$ cat src/rtl/seq_pd_pkg.sv
// Shared constants and elaboration helpers for the serial bit-pattern detector.
package seq_pd_pkg;

    localparam int LEN_MIN   = 2;
    localparam int LEN_MAX   = 32;
    localparam int CNT_W_MIN = 1;
    localparam int CNT_W_MAX = 16;

    function automatic int fill_width(input int len);
        return $clog2(len + 1);
    endfunction

    function automatic bit len_ok(input int len);
        return (len >= LEN_MIN) && (len <= LEN_MAX);
    endfunction

    function automatic bit cnt_w_ok(input int w);
        return (w >= CNT_W_MIN) && (w <= CNT_W_MAX);
    endfunction

endpackage

$ cat src/rtl/seq_pattern_detector_sat_counter.sv
// Saturating up-counter with synchronous clear; holds at all-ones instead of wrapping.
module sat_counter #(
    parameter int W = 8
) (
    input  logic         clk,
    input  logic         reset,
    input  logic         clr,
    input  logic         inc,
    output logic [W-1:0] cnt
);

    localparam logic [W-1:0] CNT_MAX = {W{1'b1}};

    logic [W-1:0] cnt_r;

    // Count state: clear wins over increment, increment stops at the ceiling
    always_ff @(posedge clk or posedge reset) begin
        if (reset) begin
            cnt_r <= {W{1'b0}};
        end else if (clr) begin
            cnt_r <= {W{1'b0}};
        end else if (inc && (cnt_r != CNT_MAX)) begin
            cnt_r <= cnt_r + {{(W-1){1'b0}}, 1'b1};
        end else begin
            cnt_r <= cnt_r;
        end
    end

    assign cnt = cnt_r;

endmodule

$ cat src/rtl/seq_pattern_detector.sv
// Serial bit-pattern detector over a LEN-bit history window with runtime pattern,
// don't-care mask and overlap mode; emits a registered match pulse and match count.
module seq_pattern_detector
    import seq_pd_pkg::*;
#(
    parameter int LEN   = 4,
    parameter int CNT_W = 8
) (
    input  logic             clk,
    input  logic             reset,
    input  logic             clear,
    input  logic             din_valid,
    input  logic             din,
    input  logic [LEN-1:0]   pattern,
    input  logic [LEN-1:0]   mask,
    input  logic             overlap,
    output logic             match,
    output logic [CNT_W-1:0] match_count,
    output logic [LEN-1:0]   window
);

    localparam int             FW        = fill_width(LEN);
    localparam bit             LEN_OK    = len_ok(LEN);
    localparam bit             CNT_W_OK  = cnt_w_ok(CNT_W);
    localparam logic [FW-1:0]  FILL_FULL = FW'(LEN);
    localparam logic [FW-1:0]  FILL_ONE  = FW'(1);

    if (!LEN_OK) begin : g_bad_len
        $error("seq_pattern_detector: LEN out of range");
    end
    if (!CNT_W_OK) begin : g_bad_cnt_w
        $error("seq_pattern_detector: CNT_W out of range");
    end

    logic [LEN-1:0] window_r;
    logic [FW-1:0]  fill_r;
    logic           match_r;
    logic [LEN-1:0] win_next_s;
    logic [FW-1:0]  fill_next_s;
    logic           hit_s;
    logic           inc_s;

    // Candidate next window/fill and the masked compare against the full window
    always_comb begin
        win_next_s = {window_r[LEN-2:0], din};
        if (fill_r == FILL_FULL) begin
            fill_next_s = FILL_FULL;
        end else begin
            fill_next_s = fill_r + FILL_ONE;
        end
        hit_s = (fill_next_s == FILL_FULL) &&
                (((win_next_s ^ pattern) & mask) == {LEN{1'b0}});
        inc_s = din_valid && !clear && hit_s;
    end

    // History, fill and match pulse; non-overlap mode restarts the fill on a hit
    always_ff @(posedge clk or posedge reset) begin
        if (reset) begin
            window_r <= {LEN{1'b0}};
            fill_r   <= {FW{1'b0}};
            match_r  <= 1'b0;
        end else if (clear) begin
            window_r <= {LEN{1'b0}};
            fill_r   <= {FW{1'b0}};
            match_r  <= 1'b0;
        end else if (din_valid) begin
            window_r <= win_next_s;
            match_r  <= hit_s;
            if (hit_s && !overlap) begin
                fill_r <= {FW{1'b0}};
            end else begin
                fill_r <= fill_next_s;
            end
        end else begin
            window_r <= window_r;
            fill_r   <= fill_r;
            match_r  <= 1'b0;
        end
    end

    sat_counter #(
        .W (CNT_W)
    ) u_match_cnt (
        .clk   (clk),
        .reset (reset),
        .clr   (clear),
        .inc   (inc_s),
        .cnt   (match_count)
    );

    assign match  = match_r;
    assign window = window_r;

endmodule

$ cat config.mk
export PLATFORM = sky130hd
export DESIGN_NAME = seq_pattern_detector
export DESIGN_NICKNAME = d
export VERILOG_FILES = /design/src/rtl/seq_pd_pkg.sv /design/src/rtl/seq_pattern_detector_sat_counter.sv /design/src/rtl/seq_pattern_detector.sv
export SDC_FILE = /design/constraint.sdc
export NUM_CORES = 1
export LEC_CHECK = 0
export CAP_MARGIN = 20
export CORE_ASPECT_RATIO = 1.2
export CORE_MARGIN = 2
export CORE_UTILIZATION = 35
export CTS_BUF_LIST = sky130_fd_sc_hd__clkbuf_8
export CTS_CLUSTER_DIAMETER = 40
export DETAILED_ROUTE_END_ITERATION = 12
export PLACE_DENSITY = 0.61
export RECOVER_POWER = 50
export REMOVE_ABC_BUFFERS = 1
export SYNTH_ARGS = -nofsm -noshare
export SYNTH_HDL_FRONTEND = slang
export SYNTH_HIERARCHICAL = 1
export SYNTH_SLANG_ARGS = --single-unit
$ cat constraint.sdc
create_clock -name clk -period 2.8 [get_ports clk]
set_input_delay 0.56 -clock clk [delete_from_list [all_inputs] [get_ports clk]]
set_output_delay 0.56 -clock clk [all_outputs]
set_load 0.05 [all_outputs]
=== After elaboration in Yosys (flattened, before gate mapping) ===
Index checks and enable logic that the tools add are counted.

* Add/sub/neg operators: 2
* Multipliers: 0
* Divide/modulo/power cells: 0
* Order comparisons: 0
* Eq/ne operators: 3
* Shifts and indexed selects: 0
* Muxes and demuxes: 10
* Bitwise logic cells: 2
* Reductions and logical operators: 10

{| class="wikitable"
|+ Operator list
! cell !! number
|-
| $mux 8 || 2
|-
| $mux 3 || 4
|-
| $add 8x1->8 const B || 1
|-
| $mux 4 || 2
|-
| $ne 8x8->1 const B || 1
|-
| $eq 3x3->1 const B || 2
|-
| $logic_and 1x1->1 || 5
|-
| $and 4x4->4 || 1
|-
| $logic_not 4->1 || 1
|-
| $reduce_bool 2->1 || 2
|-
| $xor 4x4->4 || 1
|-
| $add 3x1->3 const B || 1
|-
| $logic_not 1->1 || 2
|-
| $mux 1 || 2
|}

* Register bits: 16
* Latch bits: 0
* RAM bits: 0
* Bits in read-only memories: 0
* Input bits: 14
* Output and inout port bits: 13
* Logic and storage cells: 31
* Memories: 0

=== Depth between registers and ports, before layout ===
Gate-level depths: netlist of the first run.

* Depth in word-level cells: 8
* Mapped depth: 8
* Mapped depth without buffers: 8

=== Modules after synthesis ===
The synthesis of the first run kept the hierarchy.

{| class="wikitable"
|+ Modules (own cells, without submodules)
! module !! times used !! cells an instance !! area an instance (um2) !! seq. area each (um2)
|-
| sat_counter || 1 || 49 || 504.2 || 200.2
|-
| seq_pattern_detector || 1 || 48 || 473.0 || 200.2
|}

=== Worst setup path after synthesis of the first run ===
OpenSTA, ideal clock, no wires.

* Path type: reg-to-reg
* From: register window_r[1] (netlist: window[1])
* To: register u_match_cnt.cnt_r[5] (netlist: u_match_cnt/cnt[5])
* Library setup time: 0.125 ns
* Arrival: 2.240 ns
* Required time: 2.675 ns
* Path slack: 0.435 ns
* Stages on the path, launching flop included: 8
* Path buffers: 0
* Period minus slack after synthesis: 2.365 ns
* Cell sequence: dfrtp_1 > xor2_1 > a22oi_1 > nand2_1 > nor3_1 > nand4_1 > a211oi_2 > mux2_4

* Word-level cells in the longest chain between the ends: 7

{| class="wikitable"
|+ RTL lines
! what !! line !! source
|-
| start, declared || seq_pattern_detector.sv:35 || <nowiki>logic [LEN-1:0] window_r;</nowiki>
|-
| start signal, assigned || seq_pattern_detector.sv:59 || <nowiki>window_r <= {LEN{1'b0}};</nowiki>
|-
| start signal, assigned || seq_pattern_detector.sv:63 || <nowiki>window_r <= {LEN{1'b0}};</nowiki>
|-
| start signal, assigned || seq_pattern_detector.sv:67 || <nowiki>window_r <= win_next_s;</nowiki>
|-
| $xor 4x4->4 || seq_pattern_detector.sv:52 || <nowiki>(((win_next_s ^ pattern) & mask) == {LEN{1'b0}});</nowiki>
|-
| $and 4x4->4 || seq_pattern_detector.sv:52 ||
|-
| $logic_not 4->1 || seq_pattern_detector.sv:52 ||
|-
| $logic_and 1x1->1 || seq_pattern_detector.sv:51 || <nowiki>hit_s = (fill_next_s == FILL_FULL) &&</nowiki>
|-
| $logic_and 1x1->1 || seq_pattern_detector.sv:53 || <nowiki>inc_s = din_valid && !clear && hit_s;</nowiki>
|-
| named net inc_s || seq_pattern_detector.sv:41 || <nowiki>logic inc_s;</nowiki>
|-
| $logic_and 1x1->1 || seq_pattern_detector_sat_counter.sv:22 || <nowiki>end else if (inc && (cnt_r != CNT_MAX)) begin</nowiki>
|-
| $reduce_bool 2->1 (no source line) || -- ||
|-
| end signal, assigned || seq_pattern_detector_sat_counter.sv:21 || <nowiki>cnt_r <= {W{1'b0}};</nowiki>
|-
| end signal, assigned || seq_pattern_detector_sat_counter.sv:23 || <nowiki>cnt_r <= cnt_r + {{(W-1){1'b0}}, 1'b1};</nowiki>
|-
| end signal, assigned || seq_pattern_detector_sat_counter.sv:25 || <nowiki>cnt_r <= cnt_r;</nowiki>
|-
| end, declared || seq_pattern_detector_sat_counter.sv:14 || <nowiki>logic [W-1:0] cnt_r;</nowiki>
|}

The timed path passes the listed nets, and every way through them passes these cells.
A chain may end at the register's enable or synchronous reset.

=== Worst setup path after layout of the first run ===
* From: input port din
* To: register u_match_cnt.cnt_r[5] (netlist: u_match_cnt/cnt[5])

* Word-level cells in the longest chain between the ends: 7

{| class="wikitable"
|+ RTL lines
! what !! line !! source
|-
| start, declared || seq_pattern_detector.sv:13 || <nowiki>input logic din,</nowiki>
|-
| $xor 4x4->4 || seq_pattern_detector.sv:52 ||
|-
| $and 4x4->4 || seq_pattern_detector.sv:52 ||
|-
| $logic_not 4->1 || seq_pattern_detector.sv:52 ||
|-
| $logic_and 1x1->1 || seq_pattern_detector.sv:51 ||
|-
| $logic_and 1x1->1 || seq_pattern_detector.sv:53 ||
|-
| named net inc_s || seq_pattern_detector.sv:41 ||
|-
| $logic_and 1x1->1 || seq_pattern_detector_sat_counter.sv:22 ||
|-
| $reduce_bool 2->1 (no source line) || -- ||
|}

The timed path passes the listed nets, and every way through them passes these cells.

==> flow_metrics.py, run 1 <==
metrics = {
    "sta": {
        "fin_skew_ps": 2.66,
        "rsz0062_at_grt": "false",
        "finalSetupTns_ps": 0,
        "finalSetupViolations": 0,
        "slew_violations": 0,
        "hold_ws_ps": 527,
        "period_share_pct": 87.1,
        "max_freq_mhz": 410,
        "setup_ws_ps": 361,
        "worstMarginPinSlew_ps": 546,
        "relSlewSlack_pct": 63.6,
        "finalHoldViolCount": 0,
        "min_period_ps": 2440,
    },
    "global_route": {
        "grt_max_degree": 19,
        "grt_pass1_vias": 789,
        "track_usage_pct": 13.8,
        "grt_pass1_wl_um": 3320,
        "grt_overflow": 0,
        "antenna_found_initial": 0,
    },
    "placed_design": {
        "dpl.hpwl_um": 1560,
        "place_inst": 156,
        "dp_slack_ps": 121,
        "dpl_cell_area_um2": 1280,
        "gp_congestion": 0.737,
        "portBuffers": 26,
    },
    "routing": {
        "dr.pass1.iters": 4,
        "drc": 0,
        "vias_per_cell": 4.93,
        "drtAntennaViolNets": 0,
        "wl_per_cell_um": 12.8,
        "num_vias": 789,
        "first_iter_violations": 8,
        "routed_wl_um": 2050,
    },
    "cts": {
        "numCtsBuffers": 3,
        "worstSkewPairLatency_ps": 240,
        "clk_pin_slew_ps": 60,
        "cts_buffer_depth": 2,
        "clock_tree.root_cell": "clkbuf_8",
        "postCtsHoldBufs": 0,
        "post_cts_buffers": 0,
        "cts.repair.resized": 0,
        "htreeDepth": 1,
        "cts_tree": "done",
        "cts_sinks": 16,
    },
    "worst_setup_path": {
        "r2r_slack_ps": 660,
        "worstSetupEndpointType": "register",
        "crit_chain": "clkdlybuf4s50_1, xor2_1, a22oi_1, nand2_1, nor3_1, nand4_1, a211oi_2, mux2_4",
        "cpMaxStageDelayCell": "clkdlybuf4s50_1",
        "critPathMaxFanout": 4,
        "worstReg2RegEnd": "u_match_cnt/cnt[5]",
        "cp_data_required_time_ps": 2930,
        "r2r_start": "window[2]",
        "critical_path_class": "input pin to register",
        "slowest_delay_ps": 440,
        "rr_worst_depth": 7,
        "crit_arrival_ps": 2570,
        "critPathLaunchType": "input pin",
    },
    "floorplan": {
        "rows": 21,
        "die_y_um": 61.9,
        "fp.dieArea_um2": 3230,
        "initial_utilization_pct": 35.8,
        "io_pins": 27,
        "die_w_um": 52.2,
        "coreArea_um2": 2730,
    },
    "worst_hold_path": {
        "hold_end": "window[3]",
        "hold_path_class": "register to register",
        "hp-start": "window[3]",
        "whs_path_depth": 2,
    },
    "power_and_ir_drop": {
        "p_per_area_nw_per_um2": 381,
        "leakagePower_nw": 0.607,
        "ir_drop_mv": 0.179,
        "total_power_mw": 0.507,
    },
    "synth": {
        "ys_ff_latch": 16,
        "synth.distinct_cells": 34,
        "syn_area_um2": 977,
        "ys_warn_count": 6,
        "synth_cells": 97,
        "ys_seq_area_share_pct": 41.0,
        "syn_avg_cell_area_um2": 10.1,
    },
    "cells_and_area": {
        "instances_no_fill": 160,
        "area_delta_synth_final_pct": 36.1,
        "fill_cells": 264,
        "fin_nets": 144,
        "diodes": 0,
        "layout-drive-gt1-share_pct": 13.5,
        "stdcell_area_um2": 1330,
        "finish.utilization_pct": 48.7,
    },
    "run": {
        "maxCapViolCount": 0,
    },
    "outcome": {
        "outcome": "completed",
    },
}
state kept, by name (all words and copies together), names as in the netlist:
register	flops
match	1
fill_r	3
u_match_cnt/cnt	8
window	4
power breakdown:
group	internal, mW	switching, mW	leakage (nW)	total (mW)
Sequential	0.235	0.00364	0.221	0.239
Clock	0.125	0.0757	0.0288	0.200
Combinational	0.0332	0.0351	0.357	0.0683
Total	0.393	0.114	0.607	0.507
cells in the mapped netlist:
cell       n  area share (%)
buf_6      1             1.2
nand4b_1   1            0.90
and4b_2    1             1.2
o211a_1    1             1.0
buf_2      1            0.51
clkbuf_1   2            0.77
and4_1     1            0.90
mux2_4     4             6.1
mux2i_1    6             6.1
nor3b_2    1             1.3
o21a_1     1            0.77
a21oi_1    3             1.5
nand4_1    2             1.3
nor3_1     4             2.0
a21boi_2   1             1.2
a21boi_1   1            0.77
mux2_2     1             1.2
nand2_1    8             3.1
and2b_1    1            0.77
xor2_1     5             4.5
nor2b_1    4             2.6
a211oi_2   1             1.3
inv_1      5             1.9
a21oi_2    2             1.8
and3_1     1            0.64
nand2b_1   1            0.64
nand3_1    2             1.0
nor2_1    11             4.2
o311a_1    1             1.0
a22oi_1    2             1.5
dfrtp_1   16              41
o21bai_1   1            0.77
or4_1      1            0.77
ha_1       3             3.8
routing by layer:
layer | wire length [um] | global-route usage (%) | up-vias
met5 | 0 | 0 | -
met4 | 11 | 5.49 | 0
met3 | 159 | 2.87 | 2
met2 | 954 | 24.6 | 24
met1 | 925 | 16.3 | 364
li1 | - | - | 399
cell usage in the layout (no fill, tap or decap), drive strengths merged, types with 2 or more instances in the layout:
master	n
inv	5
dfrtp	16
xor2	5
mux2	5
buf	2
nor3	4
ha	3
a22oi	2
mux2i	6
a21boi	2
dlygate4sd3	2
nand2	8
a21oi	5
clkbuf	5
nand4	2
nor2b	4
clkdlybuf4s50	24
nand3	2
nor2	11
final cells by class:
type | instances | area [um2] | share of cell area, %
sequential | 16 | 400 | 30.1
inverter | 5 | 18.8 | 1.41
tap | 34 | 42.5 | 3.20
clock buffer | 4 | 55.1 | 4.14
timing repair buffer | 29 | 279 | 21.0
multi-input combinational | 72 | 534 | 40.2
worst max path at each step:
stage                           from                  to  slack (ps)
final                            din  u_match_cnt/cnt[5]         360
after global routing      pattern[3]  u_match_cnt/cnt[5]         180
after CTS                        din  u_match_cnt/cnt[5]         380
after detailed placement         din  u_match_cnt/cnt[5]         120
after global placement           din  u_match_cnt/cnt[5]         190
after floorplan            window[1]  u_match_cnt/cnt[5]         430
cell families after synthesis:
| logic type | after synthesis | synth area share (%) |
|---|---|---|
| AND/OR/NAND/NOR | 39 | 21.3 |
| multiplexers | 11 | 13.4 |
| XOR/XNOR | 5 | 4.48 |
| adder cells (fa/ha/maj) | 3 | 3.84 |
| buffers and inverters | 9 | 4.35 |
| flip-flops | 16 | 41.0 |
| AO/OA/AOI/OAI | 14 | 11.7 |
worst max-delay path, delay by kind of cell:
family	cells	cell delay [ps]
simple gates	3	650
mux	1	320
buf+inv	1	440
xor+xnor	1	160
compound gates	2	440
(Power assumes the default switching activity.)
==> run 2: changes to the inputs <==
- PLACE_DENSITY: 0.61 -> not set
- SLEW_MARGIN: not set -> 5
==> run 2 against run 1 <==
Net effect: hold slack better by 8.9 ps; setup slack worse by 43 ps; core utilization is 0.50 points lower; power is 6.9% lower; final cell count is 0.63% lower; wire length is 2.9% higher; critical path type unchanged; largest power group unchanged.
==> flow_metrics.py, run 2 (synthesis results as in run 1) <==
metrics = {
    "placed_design": {
        "dp_slack_ps": 78.2,
        "portBuffers": 26,
        "dpl.hpwl_um": 1660,
        "gp_congestion": 0.760,
        "dpl_cell_area_um2": 1280,
    },
    "power_and_ir_drop": {
        "leakagePower_nw": 0.600,
        "p_per_area_nw_per_um2": 359,
        "ir_drop_mv": 0.192,
    },
    "sta": {
        "relSlewSlack_pct": 63.1,
        "slew_violations": 0,
        "min_period_ps": 2480,
        "rsz0062_at_grt": "false",
        "hold_ws_ps": 536,
        "finalSetupTns_ps": 0,
        "period_share_pct": 88.6,
        "max_freq_mhz": 403,
        "finalSetupViolations": 0,
        "fin_skew_ps": 3.55,
        "worstMarginPinSlew_ps": 553,
        "finalHoldViolCount": 0,
        "setup_ws_ps": 318,
    },
    "cells_and_area": {
        "layout_commonest_cell": "clkdlybuf4s50_1",
        "stdcell_area_um2": 1320,
        "fin_nets": 144,
        "diodes": 0,
        "fill_cells": 276,
        "area_delta_synth_final_pct": 34.7,
        "layout-drive-gt1-share_pct": 12.8,
        "seq_area_um2": 400,
        "most-common-layout-cells": "24 x clkdlybuf4s50_1, 16 x dfrtp_1, 11 x nor2_1",
        "largest_reg_flops": 8,
        "multi_input_area_um2": 534,
    },
    "global_route": {
        "track_usage_pct": 14.2,
        "antenna_found_initial": 0,
        "grt_pass1_vias": 791,
        "grt_pass1_wl_um": 3430,
        "grt_overflow": 0,
        "grt_max_degree": 19,
    },
    "cts": {
        "clk_pin_slew_ps": 60,
        "htreeDepth": 1,
        "cts.repair.resized": 0,
        "postCtsHoldBufs": 0,
        "post_cts_buffers": 0,
        "worstSkewPairLatency_ps": 240,
        "clock_tree.root_cell": "clkbuf_8",
        "cts_sinks": 16,
        "cts_tree": "done",
        "numCtsBuffers": 3,
        "cts_buffer_depth": 2,
    },
    "routing": {
        "first_iter_violations": 9,
        "dr.pass1.iters": 4,
        "routed_wl_um": 2110,
        "drc": 0,
        "drtAntennaViolNets": 0,
        "wl_per_cell_um": 13.3,
        "num_vias": 800,
        "vias_per_cell": 5.03,
    },
    "floorplan": {
        "die_y_um": 61.9,
        "fp.dieArea_um2": 3230,
        "rows": 21,
        "coreArea_um2": 2730,
        "die_w_um": 52.2,
        "initial_utilization_pct": 35.8,
        "io_pins": 27,
    },
    "worst_setup_path": {
        "rr_worst_depth": 7,
        "worstSetupEndpointType": "register",
        "critical_path_class": "input pin to register",
        "cp_data_required_time_ps": 2930,
        "critPathMaxFanout": 4,
        "critPathLaunchType": "input pin",
        "crit_arrival_ps": 2610,
    },
    "outcome": {
        "outcome": "completed",
    },
    "run": {
        "maxCapViolCount": 0,
    },
    "worst_hold_path": {
        "hold_path_class": "register to register",
        "whs_path_depth": 2,
    },
}
## run 2: changes by cell type in the layout (fill, tap and decap cells not counted), sizes merged
| cell | delta |
|---|---|
| clkbuf | -1 |
## run 2: critical path, stage by stage
cell and delay (ps):
clkdlybuf4s50_1 450, xor2_1 160, a22oi_1 150, nand2_1 110
nor3_1 320, nand4_1 250, a211oi_2 300, mux2_4 320
## run 2: worst paths after layout
check	slack [ps]	to	startpoint
max	320	u_match_cnt/cnt[5]	din
min	540	window[3]	window[3]
max reg2reg	610	u_match_cnt/cnt[5]	window[2]
min reg2reg	540	window[3]	window[3]
max in group asynchronous	1810	u_match_cnt/cnt[1]	reset
min in group asynchronous	730	window[0]	reset
## run 2: stage by stage
step | std cells | util (%) | power (mW)
2_1_floorplan | 93 | - | 0.275
3_3_place_gp | 156 | 46.8 | 0.312
3_5_place_dp | 156 | 46.8 | 0.313
4_1_cts | 159 | 48.3 | 0.482
5_1_grt | 159 | 48.2 | 0.498
6_report | 159 | 48.2 | 0.472
## run 2: area by class of cell
cell class,instances,area share (%)
Tap cell,34,3.23
Inverter,5,1.43
Sequential cell,16,30.4
Multi-Input combinational cell,72,40.6
Clock buffer,3,3.14
Timing Repair Buffer,29,21.2
## run 2: power breakdown
part | switching [mW] | internal (mW)
registers | 0.00370 | 0.235
clock network | 0.0702 | 0.0950
logic | 0.0348 | 0.0332
## run 2: layer usage
layer / wire [um] / vias up / part of all wire, % / GRT usage [%]
li1: - / 392 / - / -
met1: 900 / 378 / 43 / 17.2
met2: 1040 / 30 / 49 / 25.5
met3: 172 / 0 / 8.1 / 3.59
met4: 0 / 0 / 0 / 3.30
met5: 0 / - / 0 / 0
